### src/rtl/digit_gen_pkg.sv
// rtl/digit_gen_pkg.sv - shared constants for the digit pattern generator
// Purpose: coordinate width, seven-segment bit positions and the digit masks.
// Ports: none (package).
package digit_gen_pkg;

    localparam int COORD_W = 11;

    // Mask bit positions, mask written as abcdefg with a in the MSB
    localparam int SEG_A = 6;
    localparam int SEG_B = 5;
    localparam int SEG_C = 4;
    localparam int SEG_D = 3;
    localparam int SEG_E = 2;
    localparam int SEG_F = 1;
    localparam int SEG_G = 0;

    localparam logic [6:0] SEG_MASK_0 = 7'b1111110;
    localparam logic [6:0] SEG_MASK_1 = 7'b0110000;
    localparam logic [6:0] SEG_MASK_2 = 7'b1101101;
    localparam logic [6:0] SEG_MASK_3 = 7'b1111001;
    localparam logic [6:0] SEG_MASK_4 = 7'b0110011;
    localparam logic [6:0] SEG_MASK_5 = 7'b1011011;
    localparam logic [6:0] SEG_MASK_6 = 7'b1011111;
    localparam logic [6:0] SEG_MASK_7 = 7'b1110000;
    localparam logic [6:0] SEG_MASK_8 = 7'b1111111;
    localparam logic [6:0] SEG_MASK_9 = 7'b1111011;

endpackage

### src/rtl/digit_seg_rom.sv
// rtl/digit_seg_rom.sv - digit to seven-segment mask lookup, captured at frame start
// Purpose: holds the segment mask of the active digit for a whole frame.
// Ports: clk, rst (async, active-high); load_i captures digit_i's mask;
//        mask_o is the registered abcdefg mask (all zero for digits above 9).
module digit_seg_rom
    import digit_gen_pkg::*;
(
    input  logic       clk,
    input  logic       rst,
    input  logic       load_i,
    input  logic [3:0] digit_i,
    output logic [6:0] mask_o
);

    logic [6:0] mask_q;
    logic [6:0] mask_d;

    always_comb begin
        mask_d = 7'b0000000;
        case (digit_i)
            4'd0:    mask_d = SEG_MASK_0;
            4'd1:    mask_d = SEG_MASK_1;
            4'd2:    mask_d = SEG_MASK_2;
            4'd3:    mask_d = SEG_MASK_3;
            4'd4:    mask_d = SEG_MASK_4;
            4'd5:    mask_d = SEG_MASK_5;
            4'd6:    mask_d = SEG_MASK_6;
            4'd7:    mask_d = SEG_MASK_7;
            4'd8:    mask_d = SEG_MASK_8;
            4'd9:    mask_d = SEG_MASK_9;
            default: mask_d = 7'b0000000;
        endcase
    end

    always_ff @(posedge clk or posedge rst) begin
        if (rst) begin
            mask_q <= 7'b0000000;
        end else if (load_i) begin
            mask_q <= mask_d;
        end
    end

    assign mask_o = mask_q;

endmodule

### src/rtl/digit_pattern_gen.sv
// rtl/digit_pattern_gen.sv - synthetic raster with a seven-segment digit glyph in a box
// Purpose: raster counters, shadow/active box configuration, frame validation and a
//          two-stage compare pipeline producing a 1-bit pixel stream (0 = ink).
// Ports: clk, rst (async, active-high); cfg_valid/cfg_digit/cfg_box_* load the shadow set;
//        frame_vs, hcount, vcount, post_Bit are the aligned pixel outputs;
//        hcount_l/r, vcount_l/r are the active box bounds; frame_cnt is the frame phase;
//        cfg_err flags a frame whose box failed validation.
// Build option: DIGIT_GEN_AUTO_INC_EN steps the digit 0..9 every four frames, ignoring cfg_digit.
module digit_pattern_gen
    import digit_gen_pkg::*;
#(
    parameter int H_ACTIVE = 640,
    parameter int H_TOTAL  = 800,
    parameter int V_ACTIVE = 480,
    parameter int V_TOTAL  = 525,
    parameter int STROKE   = 8
) (
    input  logic               clk,
    input  logic               rst,
    input  logic               cfg_valid,
    input  logic [3:0]         cfg_digit,
    input  logic [COORD_W-1:0] cfg_box_x,
    input  logic [COORD_W-1:0] cfg_box_y,
    input  logic [COORD_W-1:0] cfg_box_w,
    input  logic [COORD_W-1:0] cfg_box_h,
    output logic               frame_vs,
    output logic [COORD_W-1:0] hcount,
    output logic [COORD_W-1:0] vcount,
    output logic               post_Bit,
    output logic [COORD_W-1:0] hcount_l,
    output logic [COORD_W-1:0] hcount_r,
    output logic [COORD_W-1:0] vcount_l,
    output logic [COORD_W-1:0] vcount_r,
    output logic [2:0]         frame_cnt,
    output logic               cfg_err
);

    localparam int CW = COORD_W;
    localparam logic [CW-1:0] STK      = CW'(STROKE);
    localparam logic [CW-1:0] HALF_STK = CW'(STROKE / 2);
    localparam logic [CW-1:0] MIN_W    = CW'(3 * STROKE);
    localparam logic [CW-1:0] MIN_H    = CW'(5 * STROKE);
    localparam logic [CW-1:0] H_ACT    = CW'(H_ACTIVE);
    localparam logic [CW-1:0] V_ACT    = CW'(V_ACTIVE);
    localparam logic [CW-1:0] H_LAST   = CW'(H_TOTAL - 1);
    localparam logic [CW-1:0] V_LAST   = CW'(V_TOTAL - 1);

    // Raster counters
    logic [CW-1:0] h_q, h_d, v_q, v_d;
    logic          frame_start;

    always_comb begin
        frame_start = (h_q == '0) && (v_q == '0);
        h_d = h_q + CW'(1);
        v_d = v_q;
        if (h_q == H_LAST) begin
            h_d = '0;
            v_d = (v_q == V_LAST) ? '0 : v_q + CW'(1);
        end
    end

    always_ff @(posedge clk or posedge rst) begin
        if (rst) begin
            h_q <= '0;
            v_q <= '0;
        end else begin
            h_q <= h_d;
            v_q <= v_d;
        end
    end

    // Shadow configuration, written any time by cfg_valid
    logic [3:0]    sh_digit_q;
    logic [CW-1:0] sh_x_q, sh_y_q, sh_w_q, sh_h_q;

    always_ff @(posedge clk or posedge rst) begin
        if (rst) begin
            sh_digit_q <= 4'd15;
            sh_x_q     <= '0;
            sh_y_q     <= '0;
            sh_w_q     <= '0;
            sh_h_q     <= '0;
        end else if (cfg_valid) begin
            sh_digit_q <= cfg_digit;
            sh_x_q     <= cfg_box_x;
            sh_y_q     <= cfg_box_y;
            sh_w_q     <= cfg_box_w;
            sh_h_q     <= cfg_box_h;
        end
    end

    // Active box. The _d view is what the current frame uses, so the frame-start
    // pixel is compared against the newly adopted box rather than the old one.
    logic [CW-1:0] act_x_q, act_y_q, act_w_q, act_h_q;
    logic [CW-1:0] act_x_d, act_y_d, act_w_d, act_h_d;
    logic [CW:0]   sum_x, sum_y;
    logic          cfg_bad;
    logic          err_q;
    logic [1:0]    fc_q;
    logic          first_q;

    always_comb begin
        act_x_d = frame_start ? sh_x_q : act_x_q;
        act_y_d = frame_start ? sh_y_q : act_y_q;
        act_w_d = frame_start ? sh_w_q : act_w_q;
        act_h_d = frame_start ? sh_h_q : act_h_q;
        // One extra bit so an oversized box cannot wrap into a passing sum
        sum_x   = {1'b0, sh_x_q} + {1'b0, sh_w_q};
        sum_y   = {1'b0, sh_y_q} + {1'b0, sh_h_q};
        cfg_bad = (sh_w_q < MIN_W) || (sh_h_q < MIN_H) ||
                  (sum_x > {1'b0, H_ACT}) || (sum_y > {1'b0, V_ACT});
    end

    // The first frame after reset is phase 0, so only later frame starts advance the phase
    always_ff @(posedge clk or posedge rst) begin
        if (rst) begin
            act_x_q <= '0;
            act_y_q <= '0;
            act_w_q <= '0;
            act_h_q <= '0;
            err_q   <= 1'b0;
            fc_q    <= 2'd0;
            first_q <= 1'b1;
        end else if (frame_start) begin
            act_x_q <= sh_x_q;
            act_y_q <= sh_y_q;
            act_w_q <= sh_w_q;
            act_h_q <= sh_h_q;
            err_q   <= cfg_bad;
            first_q <= 1'b0;
            if (!first_q) begin
                fc_q <= fc_q + 2'd1;
            end
        end
    end

    // Digit selection
    logic [3:0] rom_digit;
    logic [6:0] seg_mask;

`ifdef DIGIT_GEN_AUTO_INC_EN
    logic [3:0] auto_digit_q, auto_digit_d;

    always_comb begin
        auto_digit_d = auto_digit_q;
        if (frame_start && !first_q && (fc_q == 2'd3)) begin
            auto_digit_d = (auto_digit_q == 4'd9) ? 4'd0 : auto_digit_q + 4'd1;
        end
    end

    always_ff @(posedge clk or posedge rst) begin
        if (rst) begin
            auto_digit_q <= 4'd0;
        end else begin
            auto_digit_q <= auto_digit_d;
        end
    end

    assign rom_digit = auto_digit_d;
`else
    assign rom_digit = sh_digit_q;
`endif

    digit_seg_rom u_seg_rom (
        .clk     (clk),
        .rst     (rst),
        .load_i  (frame_start),
        .digit_i (rom_digit),
        .mask_o  (seg_mask)
    );

    // Stage 1: per-segment range compares on the raster position
    logic [CW-1:0] xe, ye, xr, ym, yb;
    logic          in_box_d, up_d, lo_d, col_l_d, col_r_d;
    logic [6:0]    seg_d;

    always_comb begin
        xe = act_x_d + act_w_d;
        ye = act_y_d + act_h_d;
        xr = xe - STK;
        ym = act_y_d + (act_h_d >> 1) - HALF_STK;
        yb = ye - STK;
        in_box_d = (h_q < H_ACT) && (v_q < V_ACT) &&
                   (h_q >= act_x_d) && (h_q < xe) && (v_q >= act_y_d) && (v_q < ye);
        // Upper and lower halves overlap on the middle stroke rows
        up_d    = v_q < ym + STK;
        lo_d    = v_q >= ym;
        col_l_d = h_q < act_x_d + STK;
        col_r_d = h_q >= xr;
        seg_d        = '0;
        seg_d[SEG_A] = v_q < act_y_d + STK;
        seg_d[SEG_B] = col_r_d && up_d;
        seg_d[SEG_C] = col_r_d && lo_d;
        seg_d[SEG_D] = v_q >= yb;
        seg_d[SEG_E] = col_l_d && lo_d;
        seg_d[SEG_F] = col_l_d && up_d;
        seg_d[SEG_G] = (v_q >= ym) && (v_q < ym + STK);
    end

    logic [CW-1:0] s1_h_q, s1_v_q;
    logic          s1_vs_q, s1_in_q, s1_start_q;
    logic [6:0]    s1_seg_q;

    always_ff @(posedge clk or posedge rst) begin
        if (rst) begin
            s1_h_q     <= '0;
            s1_v_q     <= '0;
            s1_vs_q    <= 1'b0;
            s1_in_q    <= 1'b0;
            s1_start_q <= 1'b0;
            s1_seg_q   <= '0;
        end else begin
            s1_h_q     <= h_q;
            s1_v_q     <= v_q;
            s1_vs_q    <= v_q < V_ACT;
            s1_in_q    <= in_box_d;
            s1_start_q <= frame_start;
            s1_seg_q   <= seg_d;
        end
    end

    // Stage 2: pixel decision and frame-aligned status
    logic          ink_d;
    logic          vs_q, bit_q, err_out_q;
    logic [CW-1:0] hc_q, vc_q, hl_q, hr_q, vl_q, vr_q;
    logic [2:0]    fc_out_q;

    assign ink_d = s1_in_q && !err_q && (|(s1_seg_q & seg_mask));

    always_ff @(posedge clk or posedge rst) begin
        if (rst) begin
            vs_q      <= 1'b0;
            bit_q     <= 1'b1;
            hc_q      <= '0;
            vc_q      <= '0;
            hl_q      <= '0;
            hr_q      <= '0;
            vl_q      <= '0;
            vr_q      <= '0;
            fc_out_q  <= 3'd0;
            err_out_q <= 1'b0;
        end else begin
            vs_q  <= s1_vs_q;
            bit_q <= !ink_d;
            hc_q  <= s1_h_q;
            vc_q  <= s1_v_q;
            if (s1_start_q) begin
                hl_q      <= act_x_q;
                hr_q      <= act_x_q + act_w_q - CW'(1);
                vl_q      <= act_y_q;
                vr_q      <= act_y_q + act_h_q - CW'(1);
                fc_out_q  <= {1'b0, fc_q};
                err_out_q <= err_q;
            end
        end
    end

    assign frame_vs  = vs_q;
    assign post_Bit  = bit_q;
    assign hcount    = hc_q;
    assign vcount    = vc_q;
    assign hcount_l  = hl_q;
    assign hcount_r  = hr_q;
    assign vcount_l  = vl_q;
    assign vcount_r  = vr_q;
    assign frame_cnt = fc_out_q;
    assign cfg_err   = err_out_q;

endmodule

### config.mk
export PLATFORM = sky130hd
export DESIGN_NAME = digit_pattern_gen
export DESIGN_NICKNAME = d
export VERILOG_FILES = /design/src/rtl/digit_gen_pkg.sv /design/src/rtl/digit_seg_rom.sv /design/src/rtl/digit_pattern_gen.sv
export SDC_FILE = /design/constraint.sdc
export NUM_CORES = 1
export LEC_CHECK = 0
export CORE_MARGIN = 1.5
export CORE_UTILIZATION = 40
export CTS_CLUSTER_SIZE = 8
export DETAILED_ROUTE_END_ITERATION = 6
export PLACE_DENSITY = 0.6
export SYNTH_ARGS = -nofsm -noshare
export SYNTH_HDL_FRONTEND = slang
export SYNTH_SLANG_ARGS = --single-unit
### constraint.sdc
create_clock -name clk -period 7.3 [get_ports clk]
set_input_delay 0.73 -clock clk [delete_from_list [all_inputs] [get_ports clk]]
set_output_delay 0.73 -clock clk [all_outputs]
set_load 0.02 [all_outputs]
Word level (Yosys, flattened, before mapping)
Memories as Yosys holds them, arrays and structs flattened. A register that Yosys moved wholly into a read port is not among the register bits.
Cells that the tools add are included.
{ "word_totals": {"elab_cells": 97, "input_bits": 51, "latchBits": 0, "mem_bits_ro": 112, "memories": 1, "register_bits": 221, "ramBits": 0, "out_inout_bits": 72} }
{ "mem_list": {"columns": ["name", "words", "width", "read_ports", "rd_ports_with_merged_regs", "write_ports", "line", "rtl"], "rows": [
  ["(name not given)", 16, 7, 1, 1, 0, "digit_seg_rom.sv:20", "case (digit_i)"]
]} }
{ "classes": {"magnitude_cmp": 16, "shifts": 0, "n_eq_ne": 2, "reduce_logical": 22, "add_sub_neg": 18, "mux": 6, "bitwise": 2, "n_mul": 0, "div": 0} }
{ "op_table": {"columns": ["op", "n"], "rows": [
  ["two-way mux 11 bit", 6],
  [">= comparator 11 bit", 5],
  ["less-than comparator 11 bit", 5],
  ["adder 11 bit", 4],
  ["adder 11 x 4 -> 11 bit (second input constant)", 3],
  ["adder 11 x 11 -> 12 bit", 2],
  ["adder 11 x 1 -> 11 bit (second input constant)", 2],
  ["equality test 11 x 10 -> 1 bit (second input constant)", 2],
  ["logical NOT 11 bit", 2],
  ["subtractor 11 x 1 -> 11 bit (second input constant)", 2],
  ["subtractor 11 x 4 -> 11 bit (second input constant)", 2],
  ["logical AND 1 bit", 13],
  ["greater-than comparator 12 x 10 -> 1 bit (second input constant)", 1],
  ["greater-than comparator 12 x 9 -> 1 bit (second input constant)", 1],
  ["adder 11 x 10 -> 11 bit", 1],
  ["less-than comparator 11 x 10 -> 1 bit (second input constant)", 1],
  ["less-than comparator 11 x 5 -> 1 bit (second input constant)", 1],
  ["less-than comparator 11 x 6 -> 1 bit (second input constant)", 1],
  ["less-than comparator 11 x 9 -> 1 bit (second input constant)", 1],
  ["subtractor 11 x 3 -> 11 bit (second input constant)", 1],
  ["AND 7 bit", 1],
  ["OR reduction 7 bit", 1],
  ["logical OR 1 bit", 3],
  ["adder 2 x 1 -> 2 bit (second input constant)", 1],
  ["3 further kinds", 4]
]} }

Depth between registers and ports, before layout
{ "depth": {"word_depth": 8, "ltp_mapped": 31} }

By module
From an unflattened synthesis, not the netlist that was laid out.
{ "hier_totals": {"hier_cells": 1403, "area_unflattened_um2": 14446.4} }
{ "by_module_without_submodules": {"columns": ["mod", "area_per_inst_um2", "cells_each", "instances", "seq_area_each_um2"], "rows": [
  ["digit_pattern_gen", 13985.9, 1355, 1, 5537.8],
  ["digit_seg_rom", 460.4, 48, 1, 175.2]
]} }

Worst setup path after synthesis
OpenSTA, ideal clock, no wires.
{ "synth_timing": {"path_kind": "register to register", "from": "reg h_q[0]", "to": "reg s1_seg_q[4]", "t_arrival_ns": 6.067, "path_stages_with_launch": 28, "path_slack_ns": 1.162, "n_path_buf": 4, "path_cell_list": "dfrtp_1 inv_1 ha_1 nor4b_4 nand4_2 or2_1 inv_2 buf_2 buf_2 buf_1 clkbuf_1 nand2_1 o21ai_0 ha_1 and3_1 a2111oi_2 a31oi_1 a311oi_2 xnor2_1 or4b_1 xnor2_1 ha_1 nand2_1 nor3_1 a41o_1 nor3_1 a31o_2 nor2_1"} }
{ "synth_between": {"elab_chain_cells": 7, "word_cells_on_any_way": 13, "cone_classes": "add/sub (4); order compare (2); mux (4); reduce/logical (3)"} }
{ "synth_lines": {"columns": ["item", "line", "rtl"], "rows": [
  ["start, declared", "digit_pattern_gen.sv:49", "logic [CW-1:0] h_q, h_d, v_q, v_d;"],
  ["start signal, assigned", "digit_pattern_gen.sv:64", "h_q <= '0;"],
  ["start signal, assigned", "digit_pattern_gen.sv:67", "h_q <= h_d;"],
  ["logical NOT 11 bit", "digit_pattern_gen.sv:53", "frame_start = (h_q == '0) && (v_q == '0);"],
  ["logical AND 1 bit", "digit_pattern_gen.sv:53", null],
  ["two-way mux 11 bit", null, null],
  ["via act_w_d[4]", "digit_pattern_gen.sv:95", "logic [CW-1:0] act_x_d, act_y_d, act_w_d, act_h_d;"],
  ["adder 11 bit", "digit_pattern_gen.sv:178", "xe = act_x_d + act_w_d;"],
  ["subtractor 11 x 4 -> 11 bit", "digit_pattern_gen.sv:180", "xr = xe - STK;"],
  [">= comparator 11 bit", "digit_pattern_gen.sv:189", "col_r_d = h_q >= xr;"],
  ["logical AND 1 bit", "digit_pattern_gen.sv:193", "seg_d[SEG_C] = col_r_d && lo_d;"],
  ["via seg_d[4]", "digit_pattern_gen.sv:175", "logic [6:0] seg_d;"],
  ["end signal, assigned", "digit_pattern_gen.sv:218", "s1_seg_q <= seg_d;"],
  ["end, declared", "digit_pattern_gen.sv:202", "logic [6:0] s1_seg_q;"]
]} }
The timed path passes the listed nets, and every way through them passes these cells.
A chain may end at the register's enable or synchronous reset.

Final worst setup path
{ "layout_timing": {"from": "reg v_q[4]", "to": "reg s1_in_q"} }
{ "layout_between": {"word_cells_on_any_way": 18, "cone_classes": "add/sub (2); order compare (5); mux (4); reduce/logical (7)"} }
{ "layout_rtl": {"columns": ["item", "line", "rtl"], "rows": [
  ["start, declared", "digit_pattern_gen.sv:49", null],
  ["start signal, assigned", "digit_pattern_gen.sv:68", "v_q <= v_d;"],
  ["logical NOT 11 bit *", "digit_pattern_gen.sv:53", null],
  ["logical AND 1 bit *", "digit_pattern_gen.sv:53", null],
  ["two-way mux 11 bit *", "digit_pattern_gen.sv:104", "act_y_d = frame_start ? sh_y_q : act_y_q;"],
  ["via act_y_d[3]", "digit_pattern_gen.sv:95", null],
  ["adder 11 bit / >= comparator 11 bit (equally long branches)", "digit_pattern_gen.sv:179, digit_pattern_gen.sv:184", null],
  ["less-than comparator 11 bit / logical AND 1 bit (equally long branches)", "digit_pattern_gen.sv:184", "(h_q >= act_x_d) && (h_q < xe) && (v_q >= act_y_d) && (v_q < ye);"],
  ["logical AND 1 bit *", "digit_pattern_gen.sv:184", null],
  ["via in_box_d", "digit_pattern_gen.sv:174", "logic in_box_d, up_d, lo_d, col_l_d, col_r_d;"],
  ["end signal, assigned", "digit_pattern_gen.sv:216", "s1_in_q <= in_box_d;"],
  ["end, declared", "digit_pattern_gen.sv:201", "logic s1_vs_q, s1_in_q, s1_start_q;"]
]} }
The timed path passes the listed nets; every way through them passes the cells marked *.

==> impl_metrics.env <==
export IMPL_vias=10713
export IMPL_root_buffer="clkbuf_16"
export IMPL_required_ns=7.68
export IMPL_cpPeakStageDelay_ns=0.56
export IMPL_viasPerCell=5.19
export IMPL_nets=1842
export IMPL_yosysSeqAreaShare_pct=39.2
export IMPL_cts_setup_buffers=0
export IMPL_placed_cell_area_um2=16400
export IMPL_drt_iter0_drc=465
export IMPL_ir_worst_vdd_uv=178
export IMPL_grt_pass1_wl_um=59600
export IMPL_grt_use_total_pct=20.0
export IMPL_outcome="finished with violations"
export IMPL_p_switching_mw=1.16
export IMPL_yosysUniqueCellTypes=68
export IMPL_end_kind="register"
export IMPL_violations="design-rule violations"
export IMPL_clockBufferDepth=3
export IMPL_swShare_pct=29.7
export IMPL_io_buffers=121
export IMPL_syn_area_um2=14600
export IMPL_postRouteAntennaNets=0
export IMPL_drive_gt1_share_pct=10.5
export IMPL_row_count=69
export IMPL_fin_crit_ns=6.54
export IMPL_path_clk_slew_ns=0.05
export IMPL_synth_yosys_warnings=0
export IMPL_crit_path_start_kind="register"
export IMPL_grt_pass1_vias=10907
export IMPL_setup_viol=0
export IMPL_syn_nets=1691
export IMPL_p_seq_share_pct=36.9
export IMPL_fin_crit_sh_pct=89.6
export IMPL_ioPinCount=123
export IMPL_comb_power_share_pct=24.4
export IMPL_dieWidth_um=194
export IMPL_synth_area_per_cell_um2=10.2
export IMPL_rsz0062_at_grt="no"
export IMPL_tns_ns=0
export IMPL_start_util_pct=40.7
export IMPL_area_growth_syn_to_layout_pct=19.6
export IMPL_remaining_drc_errors=9
export IMPL_drt_pass1_iter_count=7
export IMPL_tightest_slew_ns=0.981
export IMPL_ys_ff_latch=228
export IMPL_cts_made_buffers=35
export IMPL_hpwl_um=28500
export IMPL_p_int_mw=2.74
export IMPL_clock_latency_ns=0.51
export IMPL_stdcell_count=2063
export IMPL_critPathSlowestCell="dfrtp_1"
export IMPL_criticalPathCategory="reg2reg"
export IMPL_critical_path_top_delay_family="compound AO/OA/AOI/OAI gates"
export IMPL_syn_inst=1430
export IMPL_grt_max_degree=108
export IMPL_final_max_slew_viol_count=0
export IMPL_wire_per_inst_um=18.1
export IMPL_cts_hold_buf=0
export IMPL_power_density_nw_per_um2=224
export IMPL_core_area_um2=35700
export IMPL_p_clk_share_pct=38.7
export IMPL_max_freq_ghz=0.153
export IMPL_drv_cap=0
export IMPL_place_inst=2005
export IMPL_hold_viol_final=0
export IMPL_async_reset_ff_share_pct=100
export IMPL_synth_ff_type="dfrtp_1"
export IMPL_cts_resized=0
export IMPL_fp_dieH_um=194
export IMPL_holdCritPathClass="reg2reg"
export IMPL_die_area_um2=37600
export IMPL_fin_area_um2=17400
export IMPL_slew_limit_headroom_pct=33.9
export IMPL_clock_sinks=228
export IMPL_crit_buf_inv=4
export IMPL_antenna_found_initial=0
export IMPL_critPathArrivalTime_ns=6.92
export IMPL_n_antenna_cell=0
export IMPL_skew_ns=0.0148
export IMPL_place_congestion=0.903
export IMPL_path_max_fanout=33
export IMPL_tritoncts="done"
export IMPL_p_leak_nw=8.29
export IMPL_routed_wl_um=37400
export IMPL_crit_chain="nor4_4, nand4_2, or2_1, inv_2, buf_4, mux2i_1, inv_1, ha_1, inv_1, o21bai_1, a21oi_1, o21ai_0, nand2_1, a311oi_1, ha_1, a21o_1, a211oi_1, nand4_1, a21oi_1, o21ai_0, a221oi_1"
export IMPL_overflow=0
export IMPL_cts_max_level=2
export IMPL_synth_edff_count=0
## per-layer routing
layer / routed length [µm] / track usage, % / vias to the layer above
met5: 0 / 0 / -
met4: 1070 / 6.51 / 0
met3: 1630 / 3.20 / 62
met2: 17700 / 33.8 / 216
met1: 17100 / 26.3 / 5132
li1: - / - / 5303
## synth_stat cells (26+ instances only)
cell     instances  area (µm²)
xor2_1          29         254
inv_1          186         698
mux2i_1         27         270
nand3_1         26         130
o21ai_0         78         390
dfrtp_1        222        5560
a21o_1          28         210
nor3_1          30         150
nor2_1          50         188
a21oi_1         70         350
ha_1           204        2550
nand2_1         76         285
mux2_2          81         912
xnor2_1         77         674
o21a_1          29         218
## layout make-up
type                       instances  area [µm²]
timing repair buffer             142        1360
fill                            3354       18300
sequential                       228        5710
clock inverter                     1        7.51
multi-input combinational        986        8030
tap                              461         577
inverter                         188         713
clock buffer                      57        1020
## through the flow
step / util [%] / hold WS [ns] / setup slack, ns / power (mW)
finish: 48.7 / 0.339 / 0.760 / 3.90
global route: 48.7 / 0.355 / 0.173 / 4.14
CTS: 48.7 / 0.344 / 0.732 / 3.96
detailed placement: 45.9 / 0.336 / 0.778 / 2.41
global placement: 45.9 / 0.334 / 0.933 / 2.41
floorplan: - / 0.331 / 0.332 / 2.09
## worst paths after layout
| kind | startpoint | slack, ns | to | cells after the start |
|---|---|---|---|---|
| setup / recovery | v_q[4]$_DFFE_PP0N_ | 0.76 | s1_in_q$_DFF_PP0_ | 21 |
| hold / removal | s1_v_q[5]$_DFF_PP0_ | 0.34 | vcount[5]$_DFF_PP0_ | 0 |
| setup reg to reg | v_q[4]$_DFFE_PP0N_ | 0.76 | s1_in_q$_DFF_PP0_ | 21 |
| hold reg to reg | s1_v_q[5]$_DFF_PP0_ | 0.34 | vcount[5]$_DFF_PP0_ | 0 |
| max in group asynchronous | rst | 5.22 | vcount_r[6]$_DFFE_PP0P_ | 3 |
| min in group asynchronous | rst | 0.76 | hcount[7]$_DFF_PP0_ | 2 |
## worst reg2reg max path, stage by stage, from the launching register on
cell      delay (ns)
dfrtp_1         0.56
nor4_4          0.39
nand4_2         0.25
or2_1           0.44
inv_2           0.51
buf_4           0.46
mux2i_1         0.41
inv_1           0.22
ha_1            0.38
inv_1           0.05
o21bai_1        0.14
a21oi_1         0.11
o21ai_0         0.43
nand2_1         0.11
a311oi_1        0.50
ha_1            0.35
a21o_1          0.18
a211oi_1        0.23
nand4_1         0.12
a21oi_1         0.14
o21ai_0         0.14
a221oi_1        0.29
## cells by family after synthesis
kind of cell	synth area share [%]
AND/OR/NAND/NOR	9.60
AO/OA/AOI/OAI	12.4
XOR/XNOR	6.37
other	0.0257
buffers and inverters	5.67
adder cells (fa/ha/maj)	18.6
flip-flops	39.2
multiplexers	8.12
## power groups by stage
stage	clock [mW]	sequential (mW)	combinational, mW
2_1_floorplan	0	1.48	0.611
3_3_place_gp	0	1.46	0.943
4_1_cts	1.56	1.44	0.962
5_1_grt	1.62	1.45	1.07
6_report	1.51	1.44	0.953
3_5_place_dp	0	1.46	0.953
## placed cells by master, fill, tap and decap left out, types with 8 or more instances in the layout
master	count
nor4_1	8
nand4_1	13
o21bai_1	11
o21ai_0	78
and3_1	10
ha_1	204
nand2_1	76
nand2b_1	8
a31oi_1	17
mux2i_1	27
o21a_1	29
inv_1	185
xor2_1	29
xnor2_1	77
nor3_1	30
mux2_2	81
a21oi_1	70
a21o_1	28
clkbuf_16	37
clkbuf_1	18
buf_4	21
nor2b_1	14
clkdlybuf4s50_1	120
nor2_1	50
nand3_1	26
dfrtp_1	221
(Power assumes the default switching activity.)
